**config.mk**
```make
export PLATFORM = sky130hd
export DESIGN_NAME = alu_decode_stage
export DESIGN_NICKNAME = d
export VERILOG_FILES = /design/src/rtl/alu_pkg.sv /design/src/rtl/alu_decode_comb.sv /design/src/rtl/alu_decode_stage.sv
export SDC_FILE = /design/constraint.sdc
export NUM_CORES = 1
export LEC_CHECK = 0
export ABC_CLOCK_PERIOD_IN_PS = 1750
export CAP_MARGIN = 20
export CORE_MARGIN = 5
export CORE_UTILIZATION = 36
export DETAILED_ROUTE_END_ITERATION = 16
export PLACE_DENSITY = 0.73
export SLEW_MARGIN = 0
export SYNTH_ARGS = -nofsm -noshare
export SYNTH_HDL_FRONTEND = slang
export SYNTH_SLANG_ARGS = --single-unit
```
**constraint.sdc**
```tcl
create_clock -name clk -period 1.75 [get_ports clk]
set_input_delay 0.35 -clock clk [delete_from_list [all_inputs] [get_ports clk]]
set_output_delay 0.35 -clock clk [all_outputs]
set_load 0.03 [all_outputs]
```
**src/rtl/alu_pkg.sv**
```systemverilog
// Shared ALU function codes and MIPS opcode/funct constants for the decode
// stage and for users of the 32-bit ALU.
package alu_pkg;

  typedef enum logic [3:0] {
    ALU_ADD  = 4'b0000,
    ALU_SUB  = 4'b0001,
    ALU_AND  = 4'b0010,
    ALU_OR   = 4'b0011,
    ALU_XOR  = 4'b0100,
    ALU_SLL  = 4'b0101,
    ALU_SRL  = 4'b0110,
    ALU_SRA  = 4'b0111,
    ALU_SLT  = 4'b1000,
    ALU_SLTU = 4'b1001,
    ALU_NOR  = 4'b1010,
    ALU_SLLV = 4'b1011,
    ALU_SRLV = 4'b1100,
    ALU_SRAV = 4'b1101,
    ALU_LUI  = 4'b1110,
    ALU_JR   = 4'b1111
  } alu_f_e;

  localparam logic [5:0] OP_RTYPE = 6'h00;
  localparam logic [5:0] OP_BEQ   = 6'h04;
  localparam logic [5:0] OP_BNE   = 6'h05;
  localparam logic [5:0] OP_ADDI  = 6'h08;
  localparam logic [5:0] OP_ADDIU = 6'h09;
  localparam logic [5:0] OP_SLTI  = 6'h0A;
  localparam logic [5:0] OP_SLTIU = 6'h0B;
  localparam logic [5:0] OP_ANDI  = 6'h0C;
  localparam logic [5:0] OP_ORI   = 6'h0D;
  localparam logic [5:0] OP_XORI  = 6'h0E;
  localparam logic [5:0] OP_LUI   = 6'h0F;
  localparam logic [5:0] OP_LW    = 6'h23;
  localparam logic [5:0] OP_SW    = 6'h2B;

  localparam logic [5:0] FN_SLL  = 6'h00;
  localparam logic [5:0] FN_SRL  = 6'h02;
  localparam logic [5:0] FN_SRA  = 6'h03;
  localparam logic [5:0] FN_SLLV = 6'h04;
  localparam logic [5:0] FN_SRLV = 6'h06;
  localparam logic [5:0] FN_SRAV = 6'h07;
  localparam logic [5:0] FN_JR   = 6'h08;
  localparam logic [5:0] FN_ADD  = 6'h20;
  localparam logic [5:0] FN_ADDU = 6'h21;
  localparam logic [5:0] FN_SUB  = 6'h22;
  localparam logic [5:0] FN_SUBU = 6'h23;
  localparam logic [5:0] FN_AND  = 6'h24;
  localparam logic [5:0] FN_OR   = 6'h25;
  localparam logic [5:0] FN_XOR  = 6'h26;
  localparam logic [5:0] FN_NOR  = 6'h27;
  localparam logic [5:0] FN_SLT  = 6'h2A;
  localparam logic [5:0] FN_SLTU = 6'h2B;

endpackage

```
**src/rtl/alu_decode_comb.sv**
```systemverilog
// Pure combinational MIPS instruction -> ALU control lookup; unsupported
// encodings flag illegal with all controls forced to their neutral values.
module alu_decode_comb
  import alu_pkg::*;
(
  input  logic [31:0] instr,
  output alu_f_e      alu_f,
  output logic        src_b_imm,
  output logic        imm_zext,
  output logic        illegal
);

  logic [5:0] opcode;
  logic [5:0] funct;

  assign opcode = instr[31:26];
  assign funct  = instr[5:0];

  always_comb begin
    // NOTE: every output gets a default before the case so no path leaves one unassigned (no latch).
    alu_f     = ALU_ADD;
    src_b_imm = 1'b0;
    imm_zext  = 1'b0;
    illegal   = 1'b0;
    case (opcode)
      OP_RTYPE: begin
        case (funct)
          FN_ADD, FN_ADDU: alu_f = ALU_ADD;
          FN_SUB, FN_SUBU: alu_f = ALU_SUB;
          FN_AND:          alu_f = ALU_AND;
          FN_OR:           alu_f = ALU_OR;
          FN_XOR:          alu_f = ALU_XOR;
          FN_NOR:          alu_f = ALU_NOR;
          FN_SLL:          alu_f = ALU_SLL;
          FN_SRL:          alu_f = ALU_SRL;
          FN_SRA:          alu_f = ALU_SRA;
          FN_SLLV:         alu_f = ALU_SLLV;
          FN_SRLV:         alu_f = ALU_SRLV;
          FN_SRAV:         alu_f = ALU_SRAV;
          FN_SLT:          alu_f = ALU_SLT;
          FN_SLTU:         alu_f = ALU_SLTU;
          FN_JR:           alu_f = ALU_JR;
          default:         illegal = 1'b1;
        endcase
      end
      OP_ADDI, OP_ADDIU, OP_LW, OP_SW: begin
        alu_f     = ALU_ADD;
        src_b_imm = 1'b1;
      end
      OP_SLTI: begin
        alu_f     = ALU_SLT;
        src_b_imm = 1'b1;
      end
      OP_SLTIU: begin
        alu_f     = ALU_SLTU;
        src_b_imm = 1'b1;
      end
      OP_ANDI: begin
        alu_f     = ALU_AND;
        src_b_imm = 1'b1;
        imm_zext  = 1'b1;
      end
      OP_ORI: begin
        alu_f     = ALU_OR;
        src_b_imm = 1'b1;
        imm_zext  = 1'b1;
      end
      OP_XORI: begin
        alu_f     = ALU_XOR;
        src_b_imm = 1'b1;
        imm_zext  = 1'b1;
      end
      OP_LUI: begin
        alu_f     = ALU_LUI;
        src_b_imm = 1'b1;
        imm_zext  = 1'b1;
      end
      // Branches compare registers by subtraction, so operand b stays rt.
      OP_BEQ, OP_BNE: alu_f = ALU_SUB;
      default:        illegal = 1'b1;
    endcase
  end

endmodule

```
**src/rtl/alu_decode_stage.sv**
```systemverilog
// Single-entry registered decode stage with valid/ready handshake, flush,
// and a saturating counter of accepted illegal instructions.
module alu_decode_stage
  import alu_pkg::*;
#(
  parameter int CNT_W = 8
) (
  input  logic             clk,
  input  logic             reset,
  input  logic             in_valid,
  output logic             in_ready,
  input  logic [31:0]      instr,
  input  logic             flush,
  output logic             out_valid,
  input  logic             out_ready,
  output logic [3:0]       alu_f,
  output logic [4:0]       alu_shamt,
  output logic             src_b_imm,
  output logic             imm_zext,
  output logic             illegal,
  output logic [CNT_W-1:0] illegal_count
);

  alu_f_e dec_alu_f;
  logic   dec_src_b_imm;
  logic   dec_imm_zext;
  logic   dec_illegal;
  logic   accept;

  alu_decode_comb u_decode (
    .instr     (instr),
    .alu_f     (dec_alu_f),
    .src_b_imm (dec_src_b_imm),
    .imm_zext  (dec_imm_zext),
    .illegal   (dec_illegal)
  );

  assign in_ready = (!out_valid || out_ready) && !flush;
  assign accept   = in_valid && in_ready;

  always_ff @(posedge clk) begin
    // NOTE: state registers use non-blocking assignments so all flops update together at the edge.
    if (reset) begin
      out_valid     <= 1'b0;
      alu_f         <= 4'b0000;
      alu_shamt     <= 5'd0;
      src_b_imm     <= 1'b0;
      imm_zext      <= 1'b0;
      illegal       <= 1'b0;
      illegal_count <= '0;
    end else if (flush) begin
      out_valid <= 1'b0;
    end else if (accept) begin
      out_valid <= 1'b1;
      alu_f     <= dec_alu_f;
      alu_shamt <= instr[10:6];
      src_b_imm <= dec_src_b_imm;
      imm_zext  <= dec_imm_zext;
      illegal   <= dec_illegal;
      if (dec_illegal && (illegal_count != '1)) begin
        illegal_count <= illegal_count + 1'b1;
      end
    end else if (out_ready) begin
      out_valid <= 1'b0;
    end
  end

endmodule
```
---- After elaboration in Yosys (flattened, before gate mapping) ----
Cells that the tools add are included.
storage, ports and cells
  output and inout port bits .............. 22
  bits in registers ....................... 21
  bits of input ports ..................... 37
  memories kept ........................... 0
  bits in writable memories ............... 0
  logic and storage cells ................. 64
  ROM bits ................................ 0
  bits in latches ......................... 0
cells by class
  mux-type cells .......................... 8
  div/mod/pow operators ................... 0
  order comparisons ....................... 0
  bitwise logic cells ..................... 1
  reductions and logical operators ........ 18
  multipliers ............................. 0
  shift-type cells ........................ 0
  add/sub/neg operators ................... 1
  equality and inequality tests ........... 29
operator list
  cell                 number
  $eq 6x6->1 const B   12
  $pmux 4 s14          1
  $eq 6x4->1 const B   9
  $pmux 4 s8           1
  $eq 6x3->1 const B   5
  $reduce_or 17->1     1
  $eq 6x2->1 const B   2
  $logic_not 6->1      2
  $reduce_or 12->1     1
  $reduce_or 10->1     1
  $add 8x1->8 const B  1
  $ne 8x8->1 const B   1
  $reduce_or 2->1      3
  $mux 1               5
  $reduce_or 4->1      1
  $logic_and 1x1->1    3
  $reduce_and 3->1     1
  $logic_not 1->1      2
  $pmux 1 s2           1
  $reduce_and 2->1     1
  $reduce_bool 2->1    1
  $logic_or 1x1->1     1
  $not 1->1            1

---- Logic depth before layout (Yosys ltp) ----
  word-level depth ........................ 6
  gate-level depth with buffers ........... 7
  depth with buffers taken out ............ 6

---- Hierarchy ----
Synthesis repeated with hierarchy kept, for this count alone.
unflattened totals
  cells, all modules ...................... 154
  area, all modules ....................... 1341.3 um^2
modules (own cells, without submodules)
  module            seq. area each (um^2)  times used  area an instance (um^2)  cells each
  alu_decode_stage  420.4                  1           890.9                    91
  alu_decode_comb   0.0                    1           450.4                    63

---- Least setup slack after synthesis ----
No wires, ideal clock.
  kind .................................... flip-flop to flip-flop
  from .................................... register out_valid
  to ...................................... register alu_f[2]
  required time ........................... 1.676 ns
  period minus slack after synthesis ...... 1.805 ns
  path slack .............................. -0.055 ns
  data arrival time ....................... 1.731 ns
  stages on the path, launching flop included .. 7
  cell sequence ........................... dfxtp_1 > nor2b_1 > nor2_1 > nand2_1 > nor4_1 > nand3_1 > a31oi_1
on the way
  longest elaborated chain between the ends .. 5
RTL lines
  item                               line                    RTL
  start: declaration                 alu_decode_stage.sv:14  output logic out_valid,
  start signal: assignment           alu_decode_stage.sv:44  out_valid <= 1'b0;
  start signal: assignment           alu_decode_stage.sv:52  out_valid <= 1'b0;
  start signal: assignment           alu_decode_stage.sv:54  out_valid <= 1'b1;
  $logic_not 1->1                    alu_decode_stage.sv:38  assign in_ready = (!out_valid || out_ready) && !flush;
  $logic_or 1x1->1                   alu_decode_stage.sv:38
  $logic_and 1x1->1                  alu_decode_stage.sv:38
  named net in_ready                 alu_decode_stage.sv:11  output logic in_ready,
  $logic_and 1x1->1                  alu_decode_stage.sv:39  assign accept = in_valid && in_ready;
  $reduce_and 2->1 (no source line)  -
  end signal: assignment             alu_decode_stage.sv:55  alu_f <= dec_alu_f;
  end: declaration                   alu_decode_stage.sv:16  output logic [3:0] alu_f,
The timed path passes the listed nets, and every way through them passes these cells.
A chain may end at the register's enable or synchronous reset.

---- Worst setup path in the final report ----
  from .................................... input port instr[1]
  to ...................................... register illegal_count[5]
on the way
  longest elaborated chain between the ends .. 6
  elaborated cells between the ends (all ways) .. 22
  classes of those cells .................. eq/ne (16); mux (2); reduce/logical (4)
RTL lines
  item                                      line                    RTL
  start: declaration                        alu_decode_stage.sv:12  input logic [31:0] instr,
  $eq 6x6->1, or another cell as far along  alu_decode_comb.sv:27   case (funct)
  $reduce_or 17->1 (no source line) *       -
  $mux 1 *                                  alu_decode_comb.sv:27
  $pmux 1 s2 *                              alu_decode_comb.sv:25   case (opcode)
  $logic_and 1x1->1 *                       alu_decode_stage.sv:60  if (dec_illegal && (illegal_count != '1)) begin
  $reduce_and 3->1 (no source line) *       -
  end signal: assignment                    alu_decode_stage.sv:61  illegal_count <= illegal_count + 1'b1;
  end: declaration                          alu_decode_stage.sv:21  output logic [CNT_W-1:0] illegal_count
Mark *: on every way between the ends. The rest lies on a longest branch, timed or not.

==> reports/summary.txt <==
Part of the Yosys area used for sequential elements: 34.08%
Initial antenna violation count: 0
First-pass GRT wire length: 5.954 mm
Proportion of layout cells with a drive suffix above 1: 23.71%
Leading area contributor after synthesis: dfxtp_1
Pre-CTS WS: -0.5116 ns
Number of global-route vias before repair: 1364
Kind of critical path: in -> reg
Post-synth EDFFs: 0
TritonCTS clock tree: done
Status: completed
Final ANT Viol Nets: 0
Final Hold Vio Count: 0
Die width: 68.54 microns
Pin count of the biggest net entering global routing: 12
Clk pwr share: 22.3%
Final Wtd Congestion: 0.8081
Largest family of logic cells by synthesized area: simple AND/OR/NAND/NOR gates
Clock Latency Late Sink: 0.30 ns
Total power: 1.012 mW
Avg WL per Cell: 13.00 microns
Syn_nets: 201
Setup ws final: 0.001686 ns
Simple-Gate Fraction of Synth Area: 31.03%
Fin. max-slew vios: 0
Yosys top cell area share: 34.08%
Synth top cells by count: nand2_1 (25), dfxtp_1 (21), a21oi_1 (19)
Number of vias per cell: 5.040
CP Launch Point: instr[1]
Most frequent cell after synthesis: nand2_1
Crit Path Max Fanout: 11
Clock buffer depth: 2
Filler cell count: 333
Worst EP required: 1.99 ns
Post-Syn Area: 1234 sq um
Post-Syn Instances: 163
Lkg Pwr: 0.8194 nW
PwrDens: 503.8 nW/um^2
Slew @ Worst Pin: 0.4521 ns
RSZ-0062 raised after global routing: true
Maximum level of the CTS H-tree: 1
Max Clk Rate: 572.0 MHz
Avg Cell Area, Syn: 7.569 sq um
Switching share of total power: 28.84%
Synth Area in Compound Gates: 26.17%
Reg2Reg Launch Point: illegal_count[5]$_SDFFE_PP0P_
Buffers on Ports: 43
Buffers inserted by post-CTS timing repair: 0
Core Region: 3337 sq um
Grt total ovfl: 0
Area Growth Syn to Fin: 62.88%
P_sw: 0.2919 mW
Worst relative slew slack: 69.77%
Clk pin slew, worst setup/hold paths: 0.12 ns
Worst Path Buf+Inv: 2
Ys flop type: dfxtp_1
Delay-heaviest family, CP: compound AO/OA/AOI/OAI gates
Min cycle time layout: 1.748 ns
Final Cycle Share: 99.90%
CP Cell Sequence: clkdlybuf4s50_1 -> buf_4 -> a21o_1 -> a21oi_4 -> o21ai_4 -> or4_4 -> a21oi_2
Internal: 0.7205 mW
Number of detailed-routing iterations run before antenna repair: 4
Row Count: 21
Logic gate share of total power: 28.8%
Dpl hpwl: 2.829 mm
Syn. warnings: 0
DR vias: 1401
Placed Area: 1911 sq um
Hold Startpoint: imm_zext$_SDFFE_PP0P_
Drt drc: 0
Peak supply drop: 0.3450 mV
Initial core utilization: 36.97%
Max cap viols: 0
Fin area: 2009 sq um
Final Setup Violations: 0
Critical path's slowest cell: or4_4
Synthesis-stage register bit count: 21
Final Skew: 0.01207 ns
Setup crit end kind: register
DRC violation total after the first TritonRoute iteration: 59
I/O pins: 59
Netlist cell types: 42
Global-route usage over all layers: 16.41%
CTS root buffer: clkbuf_4
Seq pwr share: 48.9%
Adder-Cell Fraction of Synth Area: 1.014%
CTS Hold Bufs: 0
Worst hold margin: 0.4599 ns
Mux contribution to synthesized area: 1.623%
Diodes inserted: 0
Nets: 271
HP Class: reg -> reg
Die Y: 68.54 microns
Die ar.: 4698 sq um
Share of flip-flops with an asynchronous set or reset: 0%
CTS Buf Count: 3
Crit path DAT: 1.99 ns
Critical path launch point type: input pin
Worst path max stage delay: 0.43 ns
Clk sinks: 21
Ranking of synthesized cells by area: dfxtp_1 (34%), a21oi_1 (7.7%), nand2_1 (7.6%)
Xor/xnor cell area share of the yosys netlist: 0.7099%
Drt total wl: 3.614 mm
==> timing repair <==
item / 4_1_cts / 5_1_grt
endpoints found under the setup margin: 14 / 13
gates resized for setup: 19 / 13
pin swaps: 3 / 1
==> power groups by stage <==
stage / Sequential, mW / Clock, mW / Combinational, mW
after floorplan: 0.531 / 0 / 0.105
after global placement: 0.506 / 0 / 0.277
after detailed placement: 0.507 / 0 / 0.281
after CTS: 0.496 / 0.235 / 0.286
after global routing: 0.497 / 0.254 / 0.318
final: 0.496 / 0.225 / 0.291
==> area by class of cell <==
type / count / area (sq um) / share of cell area [%]
Clock buffer: 4 / 26.28 / 1.308
Inverter: 6 / 22.52 / 1.121
Multi-Input combinational cell: 127 / 829.5 / 41.28
Sequential cell: 21 / 420.4 / 20.92
Tap cell: 46 / 57.56 / 2.864
Timing Repair Buffer: 74 / 653.1 / 32.50
==> cell usage in the layout (no fill, tap or decap), drive strengths merged, types with 2 or more instances in the layout <==
master,instances
a211oi,3
a21oi,20
a22oi,3
a31oi,3
and3,2
and4,3
buf,32
clkbuf,4
clkdlybuf4s50,27
dfxtp,21
dlygate4sd2,12
dlymetal6s2s,3
inv,6
mux2i,2
nand2,25
nand2b,4
nand3,6
nor2,12
nor2b,5
nor3,4
nor3b,2
nor4,2
o21ai,12
o31ai,2
o32ai,2
or3,3
==> through the flow <==
stage	setup TNS, ns	util, %	instances
6_report	0	60.22	278
5_1_grt	-0.09550	60.22	278
4_1_cts	0	58.94	278
3_5_place_dp	-5.052	57.26	274
3_3_place_gp	-4.166	57.26	274
2_1_floorplan	0	-	163
==> path summary, 6_finish.rpt <==
| path | to | slack (ns) | depth (start not counted) |
|---|---|---|---|
| setup reg to reg | illegal_count[1]$_SDFFE_PP0P_ | 0.07 | 7 |
| hold / removal | imm_zext$_SDFFE_PP0P_ | 0.46 | 2 |
| hold reg to reg | imm_zext$_SDFFE_PP0P_ | 0.46 | 2 |
| setup / recovery | illegal_count[5]$_SDFFE_PP0P_ | 0.002 | 7 |
==> flip-flops by register name (all words and copies together), names as in the netlist <==
register,flops
illegal_count,8
alu_shamt,5
alu_f,4
illegal,1
imm_zext,1
out_valid,1
src_b_imm,1
==> per-layer routing <==
metal  track usage [%]  vias to the layer above  routed length [microns]
li1                  -                      736                        -
met1             19.70                      642                     1592
met2             29.56                       21                     1847
met3             3.728                        2                      147
met4             3.474                        0                       27
met5                 0                        -                        0
==> cell families (layout without fill, tap and decap cells) <==
kind of cell             count (synthesis)  after routing
AND/OR/NAND/NOR                         72             72
AO/OA/AOI/OAI                           51             51
flip-flops                              21             21
buffers and inverters                   15             84
multiplexers                             2              2
adder cells (fa/ha/maj)                  1              1
XOR/XNOR                                 1              1
==> worst min-delay path, delay by kind of cell (launching register included) <==
| family | cells | cell delay, ns |
|---|---|---|
| AO/OA/AOI/OAI | 1 | 0.05 |
| AND/OR/NAND/NOR | 1 | 0.05 |
| flip-flops | 1 | 0.32 |
(Power assumes the default switching activity.)
